[src/rtl/sha_msg_schedule.sv]
// sha_msg_schedule: SHA-256 message schedule. Loads 16 words, then emits W[0..63], one per W_ADVANCE.
// W[0] is valid the cycle after the 16th word. `SHA_SCHED_ABORT_EN adds the ABORT input.
module sha_msg_schedule (
  input  logic        CLK,
  input  logic        RESET,
`ifdef SHA_SCHED_ABORT_EN
  input  logic        ABORT,
`endif
  input  logic [31:0] WORD_IN,
  input  logic        WORD_VALID,
  output logic        WORD_READY,
  output logic [31:0] W_OUT,
  output logic        W_VALID,
  input  logic        W_ADVANCE,
  output logic [5:0]  T_IDX,
  output logic [3:0]  LOAD_CNT,
  output logic        BLOCK_DONE
);

  localparam logic [1:0] ST_LOAD = 2'd0;
  localparam logic [1:0] ST_RUN  = 2'd1;
  localparam logic [1:0] ST_DONE = 2'd2;

  logic [1:0]  state_q, state_d;
  logic [31:0] win_q [16];
  logic [31:0] win_d [16];
  logic [5:0]  t_idx_q, t_idx_d;
  logic [3:0]  load_cnt_q, load_cnt_d;
  logic        abort_w;
  logic [31:0] sig0, sig1, w_next;

`ifdef SHA_SCHED_ABORT_EN
  assign abort_w = ABORT;
`else
  assign abort_w = 1'b0;
`endif

  assign sig0   = {win_q[1][6:0], win_q[1][31:7]} ^ {win_q[1][17:0], win_q[1][31:18]} ^ (win_q[1] >> 3);
  assign sig1   = {win_q[14][16:0], win_q[14][31:17]} ^ {win_q[14][18:0], win_q[14][31:19]} ^ (win_q[14] >> 10);
  assign w_next = sig1 + win_q[9] + sig0 + win_q[0];

  assign WORD_READY = (state_q == ST_LOAD);
  assign W_VALID    = (state_q == ST_RUN);
  assign BLOCK_DONE = (state_q == ST_DONE);
  assign W_OUT      = win_q[0];
  assign T_IDX      = t_idx_q;
  assign LOAD_CNT   = load_cnt_q;

  always_comb begin
    state_d    = state_q;
    t_idx_d    = t_idx_q;
    load_cnt_d = load_cnt_q;
    for (int k = 0; k < 16; k++) win_d[k] = win_q[k];

    case (state_q)
      ST_LOAD: begin
        if (WORD_VALID) begin
          win_d[load_cnt_q] = WORD_IN;
          load_cnt_d        = load_cnt_q + 4'd1;
          if (load_cnt_q == 4'd15) begin
            state_d = ST_RUN;
            t_idx_d = 6'd0;
          end
        end
      end
      ST_RUN: begin
        if (W_ADVANCE) begin
          for (int k = 0; k < 15; k++) win_d[k] = win_q[k+1];
          win_d[15] = w_next;
          t_idx_d   = t_idx_q + 6'd1;
          if (t_idx_q == 6'd63) state_d = ST_DONE;
        end
      end
      ST_DONE: state_d = ST_LOAD;
      default: state_d = ST_LOAD;
    endcase

    // Abort drops the block but keeps the window contents.
    if (abort_w) begin
      state_d    = ST_LOAD;
      t_idx_d    = 6'd0;
      load_cnt_d = 4'd0;
      for (int k = 0; k < 16; k++) win_d[k] = win_q[k];
    end
  end

  always_ff @(posedge CLK) begin
    if (RESET) begin
      state_q    <= ST_LOAD;
      t_idx_q    <= 6'd0;
      load_cnt_q <= 4'd0;
      for (int k = 0; k < 16; k++) win_q[k] <= 32'd0;
    end else begin
      state_q    <= state_d;
      t_idx_q    <= t_idx_d;
      load_cnt_q <= load_cnt_d;
      for (int k = 0; k < 16; k++) win_q[k] <= win_d[k];
    end
  end

endmodule

[config.mk]
export PLATFORM = sky130hd
export DESIGN_NAME = sha_msg_schedule
export DESIGN_NICKNAME = d
export VERILOG_FILES = /design/src/rtl/sha_msg_schedule.sv
export SDC_FILE = /design/constraint.sdc
export NUM_CORES = 1
export LEC_CHECK = 0
export ABC_AREA = 1
export CORE_UTILIZATION = 54
export DETAILED_ROUTE_END_ITERATION = 7
export PLACE_DENSITY = 0.74
export SYNTH_ARGS = -nofsm -noshare
export SYNTH_HDL_FRONTEND = slang
export SYNTH_SLANG_ARGS = --single-unit
[constraint.sdc]
create_clock -name CLK -period 3.2 [get_ports CLK]
set_clock_uncertainty 0.05 [all_clocks]
set_input_delay 0.8 -clock CLK [delete_from_list [all_inputs] [get_ports CLK]]
set_output_delay 0.8 -clock CLK [all_outputs]
set_load 0.005 [all_outputs]
==> results of run 1 <==
-- logic make-up (layout without fill, tap and decap cells) --
kind of cell,count (synthesis),count (layout),synth area share
xor+xnor,133,133,0.0449
compound gates,1082,1082,0.251
simple gates,869,869,0.134
buf+inv,623,793,0.101
fa+ha+maj,98,98,0.0652
flops,524,524,0.404
-- cells in the final DEF (no fill, tap or decap), types with 6 or more instances in the layout --
cell type / n
clkbuf_8: 9
nand3_4: 7
nand2_4: 21
inv_2: 39
inv_1: 288
dfxtp_4: 16
xor2_2: 11
a21oi_1: 26
clkinv_2: 9
o21ai_1: 28
nand3_1: 27
nand2_1: 344
nor2_2: 20
buf_6: 19
buf_12: 21
nor2_1: 330
xnor2_1: 30
nor2_4: 18
bufinv_16: 8
xnor2_2: 25
nand3_2: 10
a21oi_2: 21
buf_4: 244
fa_1: 58
ha_1: 10
o21ai_2: 6
xor2_1: 57
dfxtp_1: 483
clkdlybuf4s50_1: 79
a31oi_1: 188
a211oi_1: 338
nand2_2: 71
o21ai_0: 466
clkbuf_16: 54
xnor2_4: 8
ha_4: 24
dfxtp_2: 25
clkbuf_1: 10
nor3_1: 7
-- stage by stage --
stage,cell area [um^2],util,total power [W],hold WS [ps],TNS [ps]
floorplan,26000,-,0.00795,403,-15.6
global placement,28500,0.607,0.00888,412,-12890
detailed placement,28500,0.607,0.00890,418,-14270
CTS,31500,0.671,0.0159,426,-3640
global route,32100,0.684,0.0166,447,-8000
finish,32100,0.684,0.0162,425,-4180
-- Yosys cell counts (all sizes together) --
cell / number / area share
o21bai: 1 / 0.00029
nor2: 368 / 0.057
nand3b: 3 / 0.00087
ha: 36 / 0.017
a21oi: 50 / 0.0096
nor3b: 1 / 0.00029
nand3: 44 / 0.0085
buf: 143 / 0.031
nor3: 11 / 0.0021
a22oi: 3 / 0.00087
and2: 2 / 0.00048
o21ai: 500 / 0.097
a21o: 1 / 0.00029
nand2: 436 / 0.064
xor2: 70 / 0.024
dfxtp: 524 / 0.40
nand4: 3 / 0.00072
a31oi: 188 / 0.045
fa: 62 / 0.048
a211oi: 339 / 0.098
and3: 1 / 0.00024
xnor2: 63 / 0.021
clkbuf: 150 / 0.022
inv: 330 / 0.048
-- path summary, 6_finish.rpt --
| path | startpoint | end | slack (ps) | cells after the start |
|---|---|---|---|---|
| worst min register to register | win_q[0][160] | win_q[0][128] | 420 | 2 |
| worst max-delay path | win_q[1][218] | win_q[1][250] | -230 | 18 |
| worst max register to register | win_q[1][218] | win_q[1][250] | -230 | 18 |
| worst min-delay path | win_q[0][160] | win_q[0][128] | 420 | 2 |
-- registers in the layout (all words and copies together) (netlist names) --
signal,flops
win_q,512
T_IDX,6
LOAD_CNT,4
state_q,2
-- worst max-delay path: stages, from the launching register on --
cell and delay [ps]:
dfxtp_4 370, buf_6 140, xnor2_4 140, xor2_2 230, inv_2 90, fa_1 510, inv_2 40, fa_1 500
inv_2 50, ha_4 310, nand2_4 90, buf_6 130, nor3_4 190, buf_4 160, nand3_4 70, nand2_1 60
nand2_1 50, nand3_1 70, a21oi_1 70
-- final cells by class --
cell class | instances | area (um^2) | share of cell area
Timing Repair Buffer | 364 | 3260 | 0.102
Clock inverter | 26 | 402 | 0.0125
Tap cell | 607 | 759 | 0.0237
Clock buffer | 73 | 1510 | 0.0471
Inverter | 330 | 1260 | 0.0394
Sequential cell | 524 | 10600 | 0.330
Multi-Input combinational cell | 2182 | 14300 | 0.446
-- layer usage --
| metal | track usage | part of all wire | up-vias |
|---|---|---|---|
| met5 | 0 | 0 | - |
| met2 | 0.565 | 0.43 | 1472 |
| met1 | 0.548 | 0.42 | 12300 |
| met4 | 0.158 | 0.043 | 0 |
| met3 | 0.0643 | 0.10 | 240 |
| li1 | - | - | 11500 |
-- where the power goes --
| group | switching (W) | internal [W] |
|---|---|---|
| Clock | 0.00285 | 0.00398 |
| Combinational | 0.00148 | 0.00109 |
| Sequential | 0.000132 | 0.00662 |
| Total | 0.00446 | 0.0117 |
-- timing repair --
| item | in CTS | in global routing |
|---|---|---|
| resized for setup | 252 | 147 |
| pin swaps | 108 | 95 |
| setup endpoints to repair | 29 | 29 |
| buffers inserted | 12 | 6 |
| hold buffers | 0 | 0 |
==> summary.txt, run 1 <==
Layout
  • Nets: 3,590
  • # fillers: 3,761
  • Syn-to-layout area delta: 23.7%
  • Non-Filler Instances: 4,106
  • Antenna diodes: 0
  • Share of layout cells above drive strength 1: 0.205

STA
  • Rel. slew slack: 0.127
  • Setup-failing EPs final: 27
  • RSZ-0062 raised after global routing: true
  • Max Freq: 0.292 GHz
  • Final worst slack: -229 ps
  • Tightest Pin Transition: 1310 ps
  • Fin. Hold Viols: 0
  • Period Utilization, post-route: 1.07
  • Min cycle time layout: 3430 ps
  • Pins Over Slew Limit: 0

Synthesis
  • Synth unique cells: 35
  • Netlist Area Pre-Place: 0.0259 mm^2
  • Synthesized area per cell: 7.79 um^2
  • Ys Warns: 0
  • Synth Register Bits: 524
  • Sequential share of the synthesized area: 0.404
  • Syn Inst Count: 3,329
  • Syn nets: 3,463

CTS
  • CTS tree: done
  • Root buf cell: clkbuf_16
  • Max H-tree Level: 2
  • Worst-Skew Late Latency: 650 ps
  • Worst-path clk slew: 70 ps
  • TritonCTS buffer count: 54
  • Sink Count: 524
  • Clock Tree Buf Depth: 3

Global route
  • First-pass GRT wire length: 144,000 um
  • Largest net degree at the start of global routing: 127
  • Vias in the first global route: 23,800
  • Congestion Overflow GR: 0
  • Total GRT Usage: 0.381
  • Antenna violations before repair: 0

Power
  • VDD IR max: 0.450 mV
  • Power per cell area: 503 mW/mm^2
  • Leakage power total: 13.3 nW

Drt
  • Vias post-DR: 25,500
  • Post-route ant nets: 0
  • Final wirelength: 95,700 um
  • WL per Instance: 23.3 um
  • Detailed Route Iter0 Violations: 3,362
  • First-pass DRT Iterations: 6
  • Post-route DRC: 0
  • Drt via density: 6.21

Flow run
  • Max_cap viols: 0

Setup path
  • Critical Path Fanout Max: 4
  • Critical path capture point type: flop
  • Worst Path Required: 3670 ps
  • CP Launch Type: flop
  • CP arrival: 3900 ps
  • Critical path class: flop to flop

Status
  • Status: finished, violations left
  • Failing checks: negative setup slack

Floorplanning
  • Chip Width: 221 um
  • Starting Density: 0.553
  • Core Rows: 79
  • Core area: 0.0470 mm^2
  • I/O pin count: 81
  • Die Footprint: 0.0489 mm^2
  • Die H: 221 um

Placement
  • Final HPWL DP: 65,300 um
  • Pre-CTS setup slack: -862 ps
  • Final weighted congestion in routability-driven placement: 1.03
  • Port buffer count: 80
  • DP Cell Count: 3,994

Worst hold path
  • Type of the most critical hold path: flop to flop
Power figures use the tool's default switching activity.
==> run 2: changes to the inputs <==
CORE_UTILIZATION = 45   (was 54)
PLACE_DENSITY = default   (was 0.74)
==> run 2 against run 1 <==
Effect of this change:
- the run still ends with negative setup slack left
- first-iteration DRC count is 33% lower
- maximum frequency is 1.8% lower
- sequential share of layout area is 0.40 points lower
- non-clock buffer count is 20 higher
- clock-buffer cell count is 12 higher
- critical path type unchanged
- largest cell class unchanged
==> summary.txt, run 2 (synthesized netlist as in run 1, its figures left out) <==
Drt
  • Detailed Route Iter0 Violations: 2,245 (was 3,362)
  • WL per Instance: 23.5 um (was 23.3 um)
  • Post-route ant nets: 0 (unchanged)
  • First-pass DRT Iterations: 5 (was 6)
  • Post-route DRC: 0 (unchanged)
  • Vias post-DR: 24,500 (was 25,500)
  • Drt via density: 5.72 (was 6.21)
  • Final wirelength: 101,000 um (was 95,700 um)

Global route
  • Congestion Overflow GR: 0 (unchanged)
  • First-pass GRT wire length: 149,000 um (was 144,000 um)
  • Largest net degree at the start of global routing: 127 (unchanged)
  • Antenna violations before repair: 0 (unchanged)
  • Vias in the first global route: 23,000 (was 23,800)
  • Total GRT Usage: 0.334 (was 0.381)

Placement
  • Final weighted congestion in routability-driven placement: 1.01 (was 1.03)
  • Port buffer count: 80 (unchanged)
  • Final HPWL DP: 70,700 um (was 65,300 um)
  • Placed inst area: 0.0289 mm^2 (was 0.0285 mm^2)

Layout
  • Commonest non-fill, non-tap cell in the layout: dfxtp_1 (unchanged)
  • Biggest register: win_q (unchanged)
  • Max reg flops: 512 (unchanged)
  • Nets: 3,614 (was 3,590)
  • Share of layout cells above drive strength 1: 0.201 (was 0.205)
  • Design area: 0.0325 mm^2 (was 0.0321 mm^2)
  • Syn-to-layout area delta: 25.3% (was 23.7%)
  • Antenna diodes: 0 (unchanged)
  • Most frequent cells in the layout: 481 x dfxtp_1, 466 x o21ai_0, 371 x nand2_1 (was 483 x dfxtp_1, 466 x o21ai_0, 344 x nand2_1)

Power
  • Switching pwr: 0.00451 W (was 0.00446 W)
  • VDD IR max: 0.415 mV (was 0.450 mV)
  • Share of power burned in registers: 0.407 (was 0.418)
  • Final Power: 0.0166 W (was 0.0162 W)
  • Comb power frac: 0.153 (was 0.159)
  • Leakage power total: 13.5 nW (was 13.3 nW)
  • Sw frac: 0.272 (was 0.276)
  • Power per cell area: 510 mW/mm^2 (was 503 mW/mm^2)
  • Clock power share: 0.439 (was 0.423)
  • Internal power: 0.0121 W (was 0.0117 W)

Status
  • Status: finished, violations left (unchanged)
  • Failing checks: negative setup slack (unchanged)

STA
  • Period Utilization, post-route: 1.09 (was 1.07)
  • Setup-failing EPs final: 26 (was 27)
  • Final worst slack: -293 ps (was -229 ps)
  • Pins Over Slew Limit: 0 (unchanged)
  • Min cycle time layout: 3490 ps (was 3430 ps)
  • RSZ-0062 raised after global routing: true (unchanged)
  • Rel. slew slack: 0.300 (was 0.127)
  • Max Freq: 0.286 GHz (was 0.292 GHz)
  • Tightest Pin Transition: 1050 ps (was 1310 ps)
  • Fin. Hold Viols: 0 (unchanged)

CTS
  • Max H-tree Level: 2 (unchanged)
  • CTS tree: done (unchanged)
  • TritonCTS buffer count: 58 (was 54)
  • Worst-path clk slew: 70 ps (about the same)
  • Root buf cell: clkbuf_16 (unchanged)
  • Clock Tree Buf Depth: 3 (unchanged)
  • Sink Count: 524 (unchanged)
  • Worst-Skew Late Latency: 630 ps (was 650 ps)

Setup path
  • CP arrival: 4010 ps (was 3900 ps)
  • Critical path class: flop to flop (unchanged)
  • Worst Path Required: 3710 ps (was 3670 ps)
  • R2r startpoint: win_q[1][219] (was win_q[1][218])
  • Critical path capture point type: flop (unchanged)
  • R2r endpoint: win_q[1][250] (unchanged)
  • Critical Path Fanout Max: 4 (unchanged)
  • R2r worst-path depth: 16 (was 18)
  • Flop-to-flop setup slack: -290 ps (was -230 ps)
  • CP Launch Type: flop (unchanged)
  • Worst setup path start: win_q[1][219] (was win_q[1][218])

Worst hold path
  • Hold EP: win_q[0][233] (was win_q[0][128])
  • Min-delay src: win_q[1][9] (was win_q[0][160])
  • Type of the most critical hold path: flop to flop (unchanged)
  • Hold path depth: 2 (unchanged)

Floorplanning
  • Core area: 0.0567 mm^2 (was 0.0470 mm^2)
  • Core Rows: 87 (was 79)
  • Die Footprint: 0.0586 mm^2 (was 0.0489 mm^2)
  • Starting Density: 0.458 (was 0.553)
  • I/O pin count: 81 (unchanged)
  • Die H: 242 um (was 221 um)
  • Chip Width: 242 um (was 221 um)

Flow run
  • Max_cap viols: 0 (unchanged)
[run 2: cell types whose count changed in the layout (fill, tap and decap cells not counted), moves of 7 or more]
cell	before	now
xnor2_1	30	37
o21ai_1	28	18
buf_4	244	259
o21ai_2	6	14
nand2_2	71	40
nand2_1	344	371
clkbuf_8	9	17
[run 2: through the flow]
step                std cells  hold slack, ps  setup TNS [ps]  setup WS [ps]   util
floorplan                3329             403           -15.6          -15.6      -
global placement         4166             410          -16420           -981  0.510
detailed placement       4166             415          -16810          -1010  0.510
CTS                      4281             422           -5120           -319  0.565
global route             4284             437           -8950           -452  0.573
finish                   4284             419           -5290           -293  0.573
[run 2: power by group through the flow]
stage          Clock [W]  Sequential (W)  Combinational, W
4_1_cts          0.00737         0.00675           0.00240
6_report         0.00728         0.00675           0.00254
3_5_place_dp           0         0.00689           0.00206
3_3_place_gp           0         0.00689           0.00205
2_1_floorplan          0         0.00684           0.00111
5_1_grt          0.00763         0.00676           0.00270
[run 2: worst max-delay path, stage by stage (launching register included)]
cell     delay (ps)
dfxtp_4         390
buf_6           140
xnor2_4         190
xor2_4          240
inv_2            80
fa_1            530
inv_2            50
fa_1            520
inv_2            50
ha_4            310
nand2_8          90
buf_6           130
nor3_4          200
nand3_2         150
nand3_2         100
nand3_1          80
a21oi_1         130
[run 2: how the worst max path moves through the flow]
stage                          to  slack (ps)
floorplan           win_q[1][249]         -20
global placement    win_q[1][252]        -980
detailed placement  win_q[1][252]       -1010
CTS                 win_q[1][250]        -320
global route        win_q[1][255]        -450
finish              win_q[1][250]        -290
[run 2: final cells by class]
class / instances / area (um^2)
flip-flops and latches: 524 / 10600
fillers: 5312 / 24200
multi-input cells: 2182 / 14100
repair buffers: 384 / 3480
clock buffers: 85 / 1720
clock inverters: 23 / 357
well taps: 756 / 946
inverters: 330 / 1270
[run 2: timing repair]
action / 4_1_cts / 5_1_grt
cloned: 0 / 0
gates resized for setup: 250 / 106
endpoints found under the setup margin: 27 / 29
hold buffers: 0 / 0
buffers inserted: 15 / 3
pin swaps: 99 / 76
[run 2: routing by layer]
layer	up-vias	track usage	part of all wire
met5	-	0	0
met2	847	0.518	0.44
met3	159	0.0446	0.063
met4	0	0.108	0.036
met1	11900	0.477	0.46
li1	11500	-	-
